$ cat config.mk
export PLATFORM = sky130hd
export DESIGN_NAME = ram_1r1w_rr_arbiter
export DESIGN_NICKNAME = d
export VERILOG_FILES = /design/src/rtl/ram_1r1w_rr_arbiter.sv
export SDC_FILE = /design/constraint.sdc
export NUM_CORES = 1
export LEC_CHECK = 0
export ABC_AREA = 1
export CAP_MARGIN = 10
export CELL_PAD_IN_SITES_DETAIL_PLACEMENT = 1
export CELL_PAD_IN_SITES_GLOBAL_PLACEMENT = 2
export CORE_MARGIN = 5
export CORE_UTILIZATION = 10
export DETAILED_ROUTE_END_ITERATION = 8
export PLACE_DENSITY = 0.95
export SLEW_MARGIN = 5
export SYNTH_ARGS = -nofsm -noshare
export SYNTH_HDL_FRONTEND = slang
export SYNTH_SLANG_ARGS = --single-unit
$ cat constraint.sdc
create_clock -name clk_i -period 2.1 [get_ports clk_i]
set_input_delay 0.525 -clock clk_i [delete_from_list [all_inputs] [get_ports clk_i]]
set_output_delay 0.525 -clock clk_i [all_outputs]
set_load 0.01 [all_outputs]
$ cat src/rtl/ram_1r1w_rr_arbiter.sv
// ram_1r1w_rr_arbiter: round-robin sharing of one 1R1W RAM among REQUESTERS masters.
// Define RAM_ARB_RAW_BYPASS_EN to forward same-cycle write data to a colliding read.
module ram_1r1w_rr_arbiter #(
  parameter int REQUESTERS = 2,
  parameter int ABITS      = 10,
  parameter int DBITS      = 32,
  parameter int BBITS      = (DBITS + 7) / 8
) (
  input  logic                        clk_i,
  input  logic                        rst_i,
  input  logic [REQUESTERS-1:0]       req_i,
  input  logic [REQUESTERS-1:0]       we_i,
  input  logic [REQUESTERS*ABITS-1:0] addr_i,
  input  logic [REQUESTERS*DBITS-1:0] wdata_i,
  input  logic [REQUESTERS*BBITS-1:0] be_i,
  output logic [REQUESTERS-1:0]       gnt_o,
  output logic [REQUESTERS-1:0]       rvalid_o,
  output logic [DBITS-1:0]            rdata_o,
  output logic [ABITS-1:0]            ram_waddr_o,
  output logic [DBITS-1:0]            ram_din_o,
  output logic                        ram_we_o,
  output logic [BBITS-1:0]            ram_be_o,
  output logic [ABITS-1:0]            ram_raddr_o,
  input  logic [DBITS-1:0]            ram_dout_i
);
  localparam int PW = (REQUESTERS > 1) ? $clog2(REQUESTERS) : 1;

  logic [PW-1:0]         wr_ptr, rd_ptr, w_idx, r_idx;
  logic                  w_found, r_found;
  logic [REQUESTERS-1:0] w_oh, r_oh, rvalid_q;
  logic [ABITS-1:0]      raddr_q;

  // First candidate after ptr (wrapping) wins; the index defaults to ptr when none.
  function automatic logic [PW:0] rr_pick(input logic [REQUESTERS-1:0] cand, input logic [PW-1:0] ptr);
    logic [PW:0] res;
    int k;
    res = {1'b0, ptr};
    for (int i = 1; i <= REQUESTERS; i++) begin
      k = (int'(ptr) + i) % REQUESTERS;
      if (!res[PW] && cand[k]) res = {1'b1, PW'(k)};
    end
    return res;
  endfunction

  assign {w_found, w_idx} = rr_pick(req_i & we_i, wr_ptr);
  assign {r_found, r_idx} = rr_pick(req_i & ~we_i, rd_ptr);

  assign w_oh  = w_found ? REQUESTERS'(1) << w_idx : '0;
  assign r_oh  = r_found ? REQUESTERS'(1) << r_idx : '0;
  assign gnt_o = rst_i ? '0 : w_oh | r_oh;

  assign ram_we_o    = w_found & ~rst_i;
  assign ram_waddr_o = addr_i[w_idx*ABITS +: ABITS];
  assign ram_din_o   = wdata_i[w_idx*DBITS +: DBITS];
  assign ram_be_o    = be_i[w_idx*BBITS +: BBITS];
  assign ram_raddr_o = r_found ? addr_i[r_idx*ABITS +: ABITS] : raddr_q;
  assign rvalid_o    = rvalid_q;

  always_ff @(posedge clk_i or posedge rst_i)
    if (rst_i) begin
      wr_ptr   <= PW'(REQUESTERS - 1);
      rd_ptr   <= PW'(REQUESTERS - 1);
      rvalid_q <= '0;
      raddr_q  <= '0;
    end else begin
      if (w_found) wr_ptr <= w_idx;
      if (r_found) rd_ptr <= r_idx;
      if (r_found) raddr_q <= ram_raddr_o;
      rvalid_q <= r_oh;
    end

`ifdef RAM_ARB_RAW_BYPASS_EN
  logic             raw_hit;
  logic [DBITS-1:0] din_q, mask;
  logic [BBITS-1:0] be_q;

  always_ff @(posedge clk_i or posedge rst_i)
    if (rst_i) begin
      raw_hit <= 1'b0;
      din_q   <= '0;
      be_q    <= '0;
    end else begin
      raw_hit <= w_found & r_found & (ram_waddr_o == ram_raddr_o);
      din_q   <= ram_din_o;
      be_q    <= ram_be_o;
    end

  always_comb begin
    mask = '0;
    for (int b = 0; b < DBITS; b++) mask[b] = raw_hit & be_q[b/8];
  end

  assign rdata_o = (mask & din_q) | (~mask & ram_dout_i);
`else
  assign rdata_o = ram_dout_i;
`endif
endmodule

### Word-level counts from Yosys, hierarchy flattened

Cells that the tools add are included.

* $lt $le $gt $ge: 4
* shift-type cells: 6
* reductions and logical operators: 4
* bitwise gates (word level): 10
* add/subtract/negate cells: 4
* multiply operators: 2
* eq/ne operators: 0
* muxes and demuxes: 20
* divide/modulo/power cells: 0

Operator list (count)
* $shiftx A64 B7 Y32: 1
* $shiftx A20 B6 Y10: 2
* $mux W2: 7
* $lt A2 B3 Y1 const B: 4
* $mux W1: 12
* $mux W10: 1
* $mul A1 B3 Y4 const B: 2
* $shiftx A8 B4 Y4: 1
* $add A1 B1 Y1 const B: 4
* $and A1 B1 Y1 const A: 4
* $and A2 B2 Y2: 2
* $shl A1 B1 Y2 const A: 2
* $logic_and A1 B1 Y1: 2
* $logic_not A1 Y1: 2
* $not A2 Y2: 1
* $or A2 B2 Y2: 1
* $and A1 B1 Y1: 1
* $not A1 Y1: 1

* word-level logic and storage cells: 54
* bits in writable memories: 0
* flip-flop bits (word level): 14
* memories kept: 0
* memory bits (read-only): 0
* bits in latches: 0

### Depth between registers and ports, before layout

* word-level depth: 13
* gate-level depth with buffers: 7
* mapped depth without buffers: 6

### Worst setup path before layout

OpenSTA, ideal clock, no wires.

* path kind: input to output
* from: in req_i[1]
* to: out gnt_o[1]
* stages on the path: 5
* path slack: 0.390 ns
* path buffers: 1
* required time: 1.575 ns
* data arrival time: 1.185 ns
* cells stage by stage: inv_1 nor2_1 buf_2 nand2_1 o21ai_0

* longest elaborated chain between the ends: 12

Ends and longest elaborated chain
* start, declared: line 11 `input logic [REQUESTERS-1:0] req_i,`
* $and A2 B2 Y2 (on tied branches): line 45, 46
* $mux W1 (implied by the code) (3 in series): line 40 `if (!res[PW] && cand[k]) res = {1'b1, PW'(k)};`
* $mux W2: line 40
* $logic_not A1 Y1: line 40
* $logic_and A1 B1 Y1: line 40
* $mux W2: line 40
* $shl A1 B1 Y2 (on tied branches): line 48, 49
* $mux W2 (on tied branches): line 48, 49
* $or A2 B2 Y2 *: line 50 `assign gnt_o = rst_i ? '0 : w_oh | r_oh;`
* $mux W2 *: line 50
* end, declared: line 16 `output logic [REQUESTERS-1:0] gnt_o,`

Mark *: on every way between the ends. The rest lies on a longest branch, timed or not. The select of a mux whose other input is x is not followed.

### Worst setup path in the final report

* from: reg wr_ptr
* to: out ram_din_o[24]

* longest elaborated chain between the ends: 9

Ends and longest elaborated chain
* start, declared: line 28 `logic [PW-1:0] wr_ptr, rd_ptr, w_idx, r_idx;`
* start signal, assigned: line 61 `wr_ptr <= PW'(REQUESTERS - 1);`
* start signal, assigned: line 66 `if (w_found) wr_ptr <= w_idx;`
* $add A1 B1 Y1: line 39 `k = (int'(ptr) + i) % REQUESTERS;`
* $mux W1 (implied by the code) (3 in series): line 40
* $mux W2: line 40
* $logic_not A1 Y1: line 40
* $logic_and A1 B1 Y1: line 40
* $mux W2 *: line 40
* $shiftx A64 B7 Y32 *: line 54 `assign ram_din_o = wdata_i[w_idx*DBITS +: DBITS];`
* end, declared: line 20 `output logic [DBITS-1:0] ram_din_o,`

Marks and branches as above.

==> flow_metrics.py <==
metrics = {
    "timing": {
        "setup_viol": 40,
        "setup_tns_ps": -1920,
        "finalCritPeriodShare_pct": 103,
        "fin_skew_ps": 3.08,
        "whs_ps": 569,
        "grt_setup_unrepaired": "true",
        "hold_viol": 0,
        "maxSlewViolCount": 0,
        "slew_headroom_pct": 80.4,
        "finalCriticalPeriod_ps": 2170,
        "worstMarginPinSlew_ps": 291,
        "fin_ws_ps": -69.9,
        "max_freq_mhz": 461,
    },
    "pwr": {
        "vdd_drop_max_v": 0.000212,
        "finalPower_mw": 2.24,
        "p_leak_nw": 1.98,
        "p_per_area_nw_per_um2": 588,
    },
    "grt": {
        "gr-total-overflow": 0,
        "grt_max_degree": 19,
        "grtUsageTotal_pct": 9.29,
        "grt_pass1_wl_um": 13600,
        "antenna_found_initial": 1,
        "grt_pass1_vias": 2586,
    },
    "cts": {
        "cts_made_buffers": 3,
        "clk_pin_slew_ps": 50,
        "cts_sinks": 14,
        "cts-root-buf": "clkbuf_16",
        "clk_latency_ps": 240,
        "cts_tree": "done",
        "clockBufferDepth": 2,
        "h-tree-depth": 1,
    },
    "final_layout": {
        "drive_gt1_share_pct": 34.4,
        "final_cells": 678,
        "layout.nets": 593,
        "nFillCells": 1964,
        "n_antenna_cell": 0,
        "syn_to_final_growth_pct": 133,
    },
    "yosys": {
        "syn-instance-count": 299,
        "yosys.area_share.xor_xnor_pct": 0,
        "synth_nets": 429,
        "ys_seq_area_share_pct": 21.6,
        "yosys.area_share.simple_pct": 51.5,
        "syn_area_um2": 1640,
        "synthAdderAreaFrac_pct": 0,
        "yosys_warnings": 0,
        "syn_area_per_cell_um2": 5.47,
        "synth_top_family_by_area": "simple AND/OR/NAND/NOR gates",
        "synth-seq-cells": 14,
        "synth_compound_area_share_pct": 1.22,
        "ys_types": 13,
        "muxShareOfSynthArea_pct": 0,
    },
    "critical_path": {
        "critPathArrivalTime_ps": 1640,
        "cp_num_buf_inv": 6,
        "crit_fanout": 5,
        "r2r-start": "rd_ptr",
        "worst_r2r_path_depth": 8,
        "cp.depth": 10,
        "crit_slowest_cell": "dfstp_2",
        "startpoint": "wr_ptr",
        "cpMostUsedCell": "buf_12",
        "crit_path_end_kind": "primary output",
        "cpLargestDelayFamily": "buffers and inverters",
        "max_stage_delay_ps": 540,
        "cp.required_ps": 1570,
        "critPathLaunchType": "flip-flop",
        "cp_cell_sequence": "inv_2 -> nand3_4 -> nand2_4 -> buf_12 -> inv_12 -> buf_12 -> buf_6 -> nand2_2 -> nand2_1 -> buf_2",
        "crit_type": "flip-flop to primary output",
    },
    "drt": {
        "drt_first_pass_iters": 4,
        "vias": 2423,
        "antenna_left": 0,
        "drt_wl_total_um": 9700,
        "wl_per_cell_um": 14.3,
        "vias_per_cell": 3.57,
        "drc_errors": 0,
        "first_iter_violations": 28,
    },
    "min_path": {
        "hold_path_class": "flip-flop to flip-flop",
        "hold_depth": 4,
        "hold_start": "raddr_q[0]",
    },
    "floorplan": {
        "placementRows": 46,
        "initial_utilization_pct": 10.3,
        "die_area_um2": 19000,
        "pin_count": 223,
        "core_um2": 15900,
        "die_w_um": 138,
        "die_h_um": 138,
    },
    "placement": {
        "dp.cells": 656,
        "io_buffer_count": 158,
        "routabilityCongestion": 0.719,
        "dp_hpwl_um": 7080,
        "place_ws_ps": -776,
    },
    "status": {
        "violations": "negative setup slack",
        "outcome": "finished, violations left",
    },
    "run": {
        "max_cap_violations": 0,
    },
}
-- cells in the final DEF, fill, tap and decap left out, drive strengths merged --
cell / count
o21ai: 2
clkbuf: 9
dfrtp: 12
dfstp: 2
dlygate4sd2: 1
clkdlybuf4s50: 94
a21oi: 2
clkdlybuf4s15: 2
nor2: 1
nand3: 32
inv: 22
nand2: 180
buf: 103
-- worst paths after layout --
kind	slack [ps]	end
min in group asynchronous	830	raddr_q[9]
min	570	raddr_q[0]
max in group asynchronous	1020	rd_ptr
max reg2reg	770	raddr_q[3]
min reg2reg	570	raddr_q[0]
max	-70	ram_din_o[24]
-- worst reg2reg max path: cells and delay by family, from the launching register on --
family / cells / cell delay [ps]
buf+inv: 4 / 400
simple gates: 4 / 280
flops: 1 / 550
-- final cells by class --
cell class	instances	area, um2	share of cell area [%]
Clock buffer	4	78.8	2.07
Tap cell	216	270	7.08
Timing Repair Buffer	205	1980	51.8
Sequential cell	14	353	9.25
Multi-Input combinational cell	217	1040	27.3
Inverter	22	95.1	2.49
-- state kept, by name (all words and copies together) (netlist names) --
register / cells
raddr_q: 10
rd_ptr: 1
rvalid_o: 2
wr_ptr: 1
-- routing by layer --
metal,vias to the layer above,wire [um],track usage (%)
li1,1196,-,-
met3,8,766,2.36
met4,2,56,1.59
met5,-,7,0
met1,1110,3730,10.1
met2,107,5140,18.2
-- Yosys cell counts --
library cell	count	area share [%]
nand2_1	179	41
buf_6	2	1.4
buf_4	38	17
buf_2	6	1.8
inv_1	21	4.8
a21oi_1	2	0.61
o21ai_0	2	0.61
dfstp_2	2	3.2
dfrtp_1	12	18
nor2_1	1	0.23
nand2_2	1	0.38
nand3_1	32	9.8
inv_2	1	0.23
-- power by group --
| group | internal, mW | switching, mW | total, mW |
|---|---|---|---|
| Sequential | 0.320 | 0.0161 | 0.336 |
| Clock | 0.257 | 0.110 | 0.366 |
| Combinational | 0.810 | 0.730 | 1.54 |
-- per-stage QoR --
stage / instance area, um2 / utilization, %
6_report: 3810 / 23.9
5_1_grt: 3810 / 23.9
4_1_cts: 3570 / 22.4
3_5_place_dp: 3440 / 21.6
3_3_place_gp: 3440 / 21.6
2_1_floorplan: 1640 / -
-- repair_timing --
item	in CTS	in global routing
setup buffers	8	3
resized for setup	287	56
pin swaps	6	11
cloned	6	2
setup endpoints to repair	59	55
hold buffers	0	0
-- logic make-up (layout without fill, tap and decap cells) --
family	after synthesis	after routing
and+or+nand+nor	213	213
AOI/OAI and AO/OA	4	4
DFF	14	14
buffers and inverters	68	231
(Power assumes the default switching activity.)
